`config.mk`:
```
export PLATFORM = sky130hd
export DESIGN_NAME = id_stage_pipe
export DESIGN_NICKNAME = d
export VERILOG_FILES = /design/src/rtl/id_stage_pipe.sv
export SDC_FILE = /design/constraint.sdc
export NUM_CORES = 1
export LEC_CHECK = 0
export CAP_MARGIN = 5
export CELL_PAD_IN_SITES_DETAIL_PLACEMENT = 1
export CELL_PAD_IN_SITES_GLOBAL_PLACEMENT = 1
export CORE_MARGIN = 2
export CORE_UTILIZATION = 38
export DETAILED_ROUTE_END_ITERATION = 10
export GPL_TIMING_DRIVEN = 0
export PLACE_DENSITY_LB_ADDON = 0.1
export RECOVER_POWER = 50
export SYNTH_ARGS = -nofsm -noshare
export SYNTH_HDL_FRONTEND = slang
export SYNTH_SLANG_ARGS = --single-unit
```
`constraint.sdc`:
```
create_clock -name clk -period 2.7 [get_ports clk]
set_input_delay 0.54 -clock clk [delete_from_list [all_inputs] [get_ports clk]]
set_output_delay 0.54 -clock clk [all_outputs]
set_load 0.01 [all_outputs]
```
`src/rtl/id_stage_pipe.sv`:
```
// rtl/id_stage_pipe.sv - registered RISC-V decode stage with 1-entry skid buffer
module id_stage_pipe #(
    parameter int XLEN = 32,
    parameter int PC_W = 32
) (
    input  logic             clk,
    input  logic             rst,
    input  logic             flush,
    input  logic             in_valid,
    output logic             in_ready,
    input  logic [31:0]      in_instr,
    input  logic [PC_W-1:0]  in_pc,
    output logic             out_valid,
    input  logic             out_ready,
    output logic [PC_W-1:0]  out_pc,
    output logic [6:0]       out_opcode,
    output logic [2:0]       out_funct3,
    output logic [6:0]       out_funct7,
    output logic [4:0]       out_rs1,
    output logic [4:0]       out_rs2,
    output logic [4:0]       out_rd,
    output logic [XLEN-1:0]  out_imme,
    output logic             out_rs1_en,
    output logic             out_rs2_en,
    output logic             out_rd_we,
    output logic             out_illegal
);

    localparam logic [6:0] OP_R      = 7'b0110011;
    localparam logic [6:0] OP_I      = 7'b0010011;
    localparam logic [6:0] OP_LOAD   = 7'b0000011;
    localparam logic [6:0] OP_S      = 7'b0100011;
    localparam logic [6:0] OP_B      = 7'b1100011;
    localparam logic [6:0] OP_LUI    = 7'b0110111;
    localparam logic [6:0] OP_AUIPC  = 7'b0010111;
    localparam logic [6:0] OP_JAL    = 7'b1101111;
    localparam logic [6:0] OP_JALR   = 7'b1100111;
    localparam logic [6:0] OP_FENCE  = 7'b0001111;
    localparam logic [6:0] OP_SYSTEM = 7'b1110011;

    typedef struct packed {
        logic [PC_W-1:0] pc;
        logic [6:0]      opcode;
        logic [2:0]      funct3;
        logic [6:0]      funct7;
        logic [4:0]      rs1;
        logic [4:0]      rs2;
        logic [4:0]      rd;
        logic [XLEN-1:0] imme;
        logic            rs1_en;
        logic            rs2_en;
        logic            rd_we;
        logic            illegal;
    } bundle_t;

    bundle_t     dec;
    bundle_t     out_q, out_d;
    bundle_t     skid_q, skid_d;
    logic        out_valid_q, out_valid_d;
    logic        skid_valid_q, skid_valid_d;

    logic [6:0]  opcode;
    logic [2:0]  funct3;
    logic [6:0]  funct7;
    logic        sgn;
    logic [31:0] imm32;
    logic        ill;
    logic        rs1_en;
    logic        rs2_en;
    logic        rd_we;
    logic        load_bad;
    logic        store_bad;
    logic        accept;
    logic        out_free;

    // Combinational decode of the presented instruction: fields, immediate, usage flags, legality
    always_comb begin
        opcode    = in_instr[6:0];
        funct3    = in_instr[14:12];
        funct7    = in_instr[31:25];
        sgn       = in_instr[31];
        imm32     = 32'd0;
        ill       = 1'b0;
        rs1_en    = 1'b0;
        rs2_en    = 1'b0;
        rd_we     = 1'b0;
        // RV64 adds ld/lwu/sd, so fewer load/store widths are reserved there
        if (XLEN == 64) begin
            load_bad  = (funct3 == 3'b111);
            store_bad = (funct3 >= 3'b100);
        end else begin
            load_bad  = (funct3 == 3'b011) || (funct3[2:1] == 2'b11);
            store_bad = (funct3 >= 3'b011);
        end
        case (opcode)
            OP_R: begin
                rs1_en = 1'b1;
                rs2_en = 1'b1;
                rd_we  = 1'b1;
                if (funct7 == 7'b0100000) begin
                    ill = !((funct3 == 3'b000) || (funct3 == 3'b101));
                end else if (funct7 != 7'b0000000) begin
                    ill = 1'b1;
                end
            end
            OP_I: begin
                imm32  = {{20{sgn}}, in_instr[31:20]};
                rs1_en = 1'b1;
                rd_we  = 1'b1;
            end
            OP_LOAD: begin
                imm32  = {{20{sgn}}, in_instr[31:20]};
                rs1_en = 1'b1;
                rd_we  = 1'b1;
                ill    = load_bad;
            end
            OP_S: begin
                imm32  = {{20{sgn}}, in_instr[31:25], in_instr[11:7]};
                rs1_en = 1'b1;
                rs2_en = 1'b1;
                ill    = store_bad;
            end
            OP_B: begin
                imm32  = {{19{sgn}}, in_instr[31], in_instr[7], in_instr[30:25],
                          in_instr[11:8], 1'b0};
                rs1_en = 1'b1;
                rs2_en = 1'b1;
                ill    = (funct3[2:1] == 2'b01);
            end
            OP_LUI, OP_AUIPC: begin
                imm32 = {in_instr[31:12], 12'd0};
                rd_we = 1'b1;
            end
            OP_JAL: begin
                imm32 = {{11{sgn}}, in_instr[31], in_instr[19:12], in_instr[20],
                         in_instr[30:21], 1'b0};
                rd_we = 1'b1;
            end
            OP_JALR: begin
                imm32  = {{20{sgn}}, in_instr[31:20]};
                rs1_en = 1'b1;
                rd_we  = 1'b1;
                ill    = (funct3 != 3'b000);
            end
            OP_FENCE, OP_SYSTEM: begin
                imm32 = {{20{sgn}}, in_instr[31:20]};
            end
            default: ill = 1'b1;
        endcase
        // Compressed or otherwise non-32-bit encodings are not handled by this stage
        if (in_instr[1:0] != 2'b11) begin
            ill = 1'b1;
        end
        // x0 writes are architecturally discarded, so never request a write port
        if (in_instr[11:7] == 5'd0) begin
            rd_we = 1'b0;
        end
        if (ill) begin
            imm32  = 32'd0;
            rs1_en = 1'b0;
            rs2_en = 1'b0;
            rd_we  = 1'b0;
        end
        dec         = '0;
        dec.pc      = in_pc;
        dec.opcode  = opcode;
        dec.funct3  = funct3;
        dec.funct7  = funct7;
        dec.rs1     = in_instr[19:15];
        dec.rs2     = in_instr[24:20];
        dec.rd      = in_instr[11:7];
        dec.imme    = XLEN'($signed(imm32));
        dec.rs1_en  = rs1_en;
        dec.rs2_en  = rs2_en;
        dec.rd_we   = rd_we;
        dec.illegal = ill;
    end

    // in_ready depends only on a flop, so execute backpressure never reaches fetch combinationally
    assign in_ready = !skid_valid_q;
    assign accept   = in_valid && in_ready;
    assign out_free = !out_valid_q || out_ready;

    // Next-state for output register and skid entry; flush kills everything in flight
    always_comb begin
        out_d        = out_q;
        out_valid_d  = out_valid_q;
        skid_d       = skid_q;
        skid_valid_d = skid_valid_q;
        if (flush) begin
            out_valid_d  = 1'b0;
            skid_valid_d = 1'b0;
        end else if (out_free) begin
            if (skid_valid_q) begin
                out_d        = skid_q;
                out_valid_d  = 1'b1;
                skid_valid_d = 1'b0;
            end else if (accept) begin
                out_d       = dec;
                out_valid_d = 1'b1;
            end else begin
                out_valid_d = 1'b0;
            end
        end else if (accept) begin
            skid_d       = dec;
            skid_valid_d = 1'b1;
        end
    end

    // Pipeline registers with synchronous reset
    always_ff @(posedge clk) begin
        if (rst) begin
            out_q        <= '0;
            out_valid_q  <= 1'b0;
            skid_q       <= '0;
            skid_valid_q <= 1'b0;
        end else begin
            out_q        <= out_d;
            out_valid_q  <= out_valid_d;
            skid_q       <= skid_d;
            skid_valid_q <= skid_valid_d;
        end
    end

    assign out_valid   = out_valid_q;
    assign out_pc      = out_q.pc;
    assign out_opcode  = out_q.opcode;
    assign out_funct3  = out_q.funct3;
    assign out_funct7  = out_q.funct7;
    assign out_rs1     = out_q.rs1;
    assign out_rs2     = out_q.rs2;
    assign out_rd      = out_q.rd;
    assign out_imme    = out_q.imme;
    assign out_rs1_en  = out_q.rs1_en;
    assign out_rs2_en  = out_q.rs2_en;
    assign out_rd_we   = out_q.rd_we;
    assign out_illegal = out_q.illegal;

endmodule

```
==> reports/results.txt, run 1 <==
Synth-to-layout area growth - 33.8%
CP Launch Point - in_instr[12]
Met3 usage - 0.0484
Ranking of synthesized cells by area - dfxtp_1 (48%), mux2i_1 (7.7%), a21oi_1 (7.5%)
Final Hold Viols - 0
Chip width - 152 um
Skew final - 8.31 ps
Net Count, Synth - 1049
Final nets - 1240
Post-DP HPWL - 20.9 mm
Pint - 5.13 mW
CP endpoint kind - register
Sequential power share - 0.456
GRT Util Overall - 0.247
Chip height - 152 um
Fin crit share - 0.965
TritonCTS Buffers - 22
Sw Pwr - 1.67 mW
I/O Pins - 171
Fraction of layout cells with a size suffix above 1 - 0.0582
Min-delay worst type - input port to register
Critical Path Fanout Max - 10
Cell count after synthesis - 980
Cell area after layout - 11200 um^2
Clock root cell - clkbuf_16
Combinational power share - 0.104
CP required - 3120 ps
Number of global-route vias before repair - 8401
Storage element area - 4040 um^2
Max_cap viols - 0
Slew @ Worst Pin - 904 ps
CTS sink cnt - 202
CTS H-tree depth - 1
Vias - 8032
Crit path time final - 2610 ps
Via density - 5.48
Clock latency on the worst-skew pair - 500 ps
DR WL/cell - 20.0 um
Cell Pwr Density - 608 nW/um^2
Clk slew on worst S/H paths - 70 ps
Global-route wire length before repair - 46.4 mm
RSZ-0062 raised after global routing - no
Highest Clock Rate - 384 MHz
CTS tree - yes
Yosys top cell area share - 0.484
Critical Path Start Type - input port
Post-synth cell types - 51
Met1 usage - 0.311
Post-route insts no fill - 1466
Core area - 21700 um^2
Hold Slack - 351 ps
Syn_area_per_cell - 8.53 um^2
DRT Pass-1 Iters - 5
CP max-delay cell - clkdlybuf4s50_1
Sw Share - 0.245
# port buffers - 167
Placed Cells - 1427
DP Area - 10400 um^2
Initial core utilization - 0.385
Classification of the worst setup path - input port to register
Die area - 23200 um^2
Post-synth EDFFs - 0
Slew margin rel. - 0.393
CP Cell Sequence - clkdlybuf4s50_1 > or2_1 > o2bb2ai_1 > a32oi_2 > nand2_1 > or4b_1 > buf_2 > buf_6 > o22ai_2
WL final - 29.3 mm
GPL Wtd Cong - 0.868
Initial DRC count - 312
P_leak - 4.09 nW
Filler cells - 2566
Sequential share of the synthesized area - 0.484
Setup violators final - 0
Hold Buf Count CTS - 0
DRC violations left - 0
HP Start - in_instr[13]
Post-synth top flop - dfxtp_1
Delay of the slowest critical-path stage - 580 ps
Outcome - finished, final reports clean
Synth area leader - dfxtp_1
FP Rows - 54
Worst vdd ir - 428 uV
Fin. max-slew vios - 0
Routed Antenna Nets - 0
Post-synthesis cell area - 8360 um^2
Clock power share - 0.440
Total Negative Setup Slacks - 0 ps
Total gr overflow - 0
Initial antenna violation count - 1
Reg-to-reg startpoint - skid_valid_q
Yosys warns - 0
GR peak layer - met2
Multi-input logic area - 4000 um^2
GR Util met2 - 0.420
Largest net degree at the start of global routing - 13
Ant. Diodes - 0
Arr. time, crit path - 3030 ps
FFs w/ async S/R, synth - 0
FF+latch count, synth - 202
Longest Clk Path Bufs - 3
## state kept, by name, summed over array words and instances (netlist names), 5 cells and up
name        cells
skid_q        100
out_imme       32
out_pc         32
out_funct7      7
out_opcode      7
out_rd          5
out_rs1         5
out_rs2         5
## cells in the final DEF (no fill, tap or decap), types with 21 or more instances in the layout
master           instances
dlygate4sd3_1          103
dfxtp_1                202
mux2i_1                 64
a21oi_1                126
clkdlybuf4s50_1         59
o21ai_0                 29
a211oi_1                70
clkbuf_16               23
nor2_1                  83
o22ai_1                 21
clkbuf_1                68
nand2_1                165
and3_1                  34
## metrics by stage
stage               worst slack (ps)  total power [mW]   util
floorplan                        376              3.48      -
global placement                -805              3.88  0.479
detailed placement              -867              3.89  0.479
CTS                             13.0              6.89  0.513
global route                    20.1              7.05  0.516
finish                          93.2              6.80  0.516
## cell type report
type	instances	area share
clock inverter	1	0.000448
buffer	87	0.0329
clock buffer	38	0.0637
multi-input combinational	686	0.358
timing repair buffer	168	0.151
sequential	202	0.362
tap	280	0.0313
inverter	4	0.00134
## final timing paths
check	end	slack (ps)	depth (start not counted)
max	out_imme[28]	90	9
max reg2reg	out_pc[25]	280	6
min reg2reg	skid_q[16]	450	2
min	skid_q[59]	350	3
## cells by family after synthesis
logic type,synth area share
multiplexers,0.0766
AND/OR/NAND/NOR,0.175
AO/OA/AOI/OAI,0.218
flip-flops,0.484
buffers and inverters,0.0452
XOR/XNOR,0.00210
## timing repair
item                                    in CTS  in global routing
gates resized for setup                     10                 20
buffers inserted                             1                  0
endpoints found under the setup margin     112                 67
## metal layers
metal  wire length, um  vias to the layer above
met1             12900                     3912
li1                  -                     3864
met2             13900                      197
met3              1460                       59
met4              1010                        0
met5                 0                        -
## synth_stat cells, types with 5 or more instances
cell type and instances:
mux2i_1 64, o21ai_0 30, nand2b_1 6, buf_2 5, clkbuf_1 65, a22oi_1 5, o2bb2ai_1 8, a22o_1 9
nor3_1 10, nand2_1 165, buf_1 13, a211oi_1 70, and3_1 34, a21oi_1 126, nor4_1 5, nor2_1 84
dfxtp_1 202, o22ai_1 21
## power by group through the flow
stage | Clock [mW] | Sequential, mW | Combinational, mW
after floorplan | 0 | 3.20 | 0.286
after global placement | 0 | 3.17 | 0.711
after detailed placement | 0 | 3.17 | 0.722
after CTS | 3.05 | 3.11 | 0.728
after global routing | 3.17 | 3.11 | 0.768
final | 2.99 | 3.10 | 0.705
## critical path: cells and delay by family
family	cells	cell delay (ps)
AOI/OAI and AO/OA	3	600
and+or+nand+nor	3	910
buffers and inverters	3	950
Power figures use the tool's default switching activity.
==> run 2: changes to the inputs <==
--- a/config.mk
+++ b/config.mk
@@ -14,6 +14,7 @@
 export GPL_TIMING_DRIVEN = 0
 export PLACE_DENSITY_LB_ADDON = 0.1
 export RECOVER_POWER = 50
+export SLEW_MARGIN = 20
 export SYNTH_ARGS = -nofsm -noshare
 export SYNTH_HDL_FRONTEND = slang
 export SYNTH_SLANG_ARGS = --single-unit
==> results of run 2 <==
Same layout as run 1: the final DEF is identical, and so are final timing and power.
==> run 3: changes to the inputs <==
--- a/config.mk
+++ b/config.mk
@@ -5,9 +5,9 @@
 export SDC_FILE = /design/constraint.sdc
 export NUM_CORES = 1
 export LEC_CHECK = 0
-export CAP_MARGIN = 5
 export CELL_PAD_IN_SITES_DETAIL_PLACEMENT = 1
 export CELL_PAD_IN_SITES_GLOBAL_PLACEMENT = 1
+export CORE_ASPECT_RATIO = 1.2
 export CORE_MARGIN = 2
 export CORE_UTILIZATION = 38
 export DETAILED_ROUTE_END_ITERATION = 10
==> reports/results.txt, run 3 (synthesized netlist as in run 1, its figures left out) <==
Outcome - finished, final reports clean
Overall power - 6.96 mW (+2.3%)
Commonest non-fill, non-tap cell in the layout - dfxtp_1
Setup violators final - 0 (unchanged)
GRT Util Overall - 0.241 (-0.00604)
DRC violations left - 0 (unchanged)
FP Rows - 59 (+9.3%)
Global-route wire length before repair - 44.8 mm (-3.4%)
Clock latency on the worst-skew pair - 510 ps (about the same)
CP Cell Sequence - clkdlybuf4s50_1 > and2b_4 > or3_1 > clkbuf_4 > nor2_4 > nand3b_1 > or4b_1 > buf_4 > buf_6 > o22ai_2
Multi-input logic area - 3980 um^2 (-0.47%)
Cell Pwr Density - 620 nW/um^2 (+2.0%)
Min-delay worst type - input port to register
Crit path time final - 2630 ps (+22.1 ps)
Post-route insts no fill - 1460 (-0.41%)
Arr. time, crit path - 3060 ps (+30 ps)
Initial core utilization - 0.386 (+0.00105)
Skew final - 8.23 ps (-0.0833 ps)
Final Hold Viols - 0 (unchanged)
CP endpoint kind - register
CTS tree - yes
RSZ-0062 raised after global routing - no
Fin. max-slew vios - 0 (unchanged)
CP required - 3130 ps (about the same)
CTS sink cnt - 202 (unchanged)
CTS H-tree depth - 1 (unchanged)
Delay of the slowest critical-path stage - 510 ps (-70 ps)
Hold Buf Count CTS - 0 (unchanged)
Initial antenna violation count - 0 (-1)
Via density - 5.43 (-0.81%)
Total gr overflow - 0 (unchanged)
Largest net degree at the start of global routing - 14 (+1)
Post-DP HPWL - 20.8 mm (-0.83%)
Buf/Inv on CP - 4 (+1)
Most frequent cells in the layout - dfxtp_1 (202), nand2_1 (165), a21oi_1 (126), dlygate4sd3_1 (102), nor2_1 (83)
Number of global-route vias before repair - 8206 (-2.3%)
Chip width - 139 um (-8.5%)
Clk slew on worst S/H paths - 60 ps (about the same)
Highest Clock Rate - 380 MHz (-0.84%)
GPL Wtd Cong - 0.899 (+3.5%)
CP max-delay cell - clkdlybuf4s50_1
Fraction of layout cells with a size suffix above 1 - 0.0658 (+0.00759)
Placed Cells - 1421 (-0.42%)
Filler cells - 2614 (+1.9%)
P_leak - 4.13 nW (+0.98%)
DRT Pass-1 Iters - 4 (-1)
Critical Path Start Type - input port
Longest Clk Path Bufs - 3 (unchanged)
Die area - 23200 um^2 (about the same)
Routed Antenna Nets - 0 (unchanged)
Fin crit share - 0.974 (+0.00818)
Core area - 21600 um^2 (-0.27%)
Largest register by flop count - skid_q
Worst vdd ir - 444 uV (+3.6%)
Classification of the worst setup path - input port to register
DR WL/cell - 19.7 um (-1.6%)
Final nets - 1240 (unchanged)
Ant. Diodes - 0 (unchanged)
Clock root cell - clkbuf_16
Cell family with most CP delay - simple AND/OR/NAND/NOR gates
TritonCTS Buffers - 22 (unchanged)
# port buffers - 167 (unchanged)
WL final - 28.7 mm (-2.0%)
Storage element area - 4040 um^2 (unchanged)
Max_cap viols - 0 (unchanged)
Initial DRC count - 311 (-0.32%)
Largest register FFs - 100 (unchanged)
Slew @ Worst Pin - 877 ps (-27.4 ps)
Chip height - 166 um (+9.3%)
I/O Pins - 171 (unchanged)
Vias - 7934 (-1.2%)
Synth-to-layout area growth - 34.1%
Critical Path Fanout Max - 10 (unchanged)
Flop2flop setup slack - 290 ps (about the same)
Slew margin rel. - 0.411 (+0.0184)
==> run 3: metal layers <==
| metal | up-vias | GRT usage | wire, um |
|---|---|---|---|
| li1 | 3848 | - | - |
| met3 | 38 | 0.0483 | 1660 |
| met2 | 206 | 0.436 | 14400 |
| met4 | 0 | 0.0729 | 730 |
| met5 | - | 0 | 0 |
| met1 | 3842 | 0.285 | 11900 |
==> run 3: area by class of cell <==
cell class                 instances  area share
clock inverter                     8     0.00859
multi-input combinational        686       0.355
sequential                       202       0.361
inverter                           4     0.00134
buffer                            87      0.0340
timing repair buffer             168       0.150
tap                              274      0.0306
clock buffer                      31      0.0594
==> run 3: final timing paths <==
path	from	endpoint	depth (start not counted)
worst min-delay path	in_instr[13]	skid_q[59]	3
worst max-delay path	out_ready	out_imme[29]	10
worst min register to register	skid_q[22]	skid_q[22]	2
worst max register to register	skid_valid_q	out_imme[29]	9
==> run 3: per-stage QoR <==
stage          hold WS [ps]  TNS (ps)  setup WS (ps)   util  instance area, um^2
4_1_cts                 331         0           16.3  0.516                11200
3_3_place_gp            426    -89460           -806  0.480                10400
5_1_grt                 364         0          0.993  0.518                11200
6_report                351         0           71.1  0.518                11200
3_5_place_dp            436    -97150           -832  0.480                10400
2_1_floorplan           417         0            376      -                 8360
==> run 3: worst reg2reg max path, cell delays in order, from the launching register on <==
cell and delay, ps:
dfxtp_1 420, nor2_1 140, or3_1 350, clkbuf_4 210, nor2_4 90, nand3b_1 110
or4b_1 490, buf_4 190, buf_6 160, o22ai_2 160
==> run 3: power by group <==
part | leakage (nW) | total (mW) | switching (mW) | internal, mW
logic | 2.11 | 0.703 | 0.405 | 0.298
clock network | 0.377 | 3.15 | 1.25 | 1.91
registers | 1.64 | 3.10 | 0.0394 | 3.06
==> run 3: repair_timing <==
action / in CTS / in global routing
gates resized for setup: 12 / 26
setup buffers: 1 / 0
pin swaps: 0 / 0
setup endpoints to repair: 111 / 73
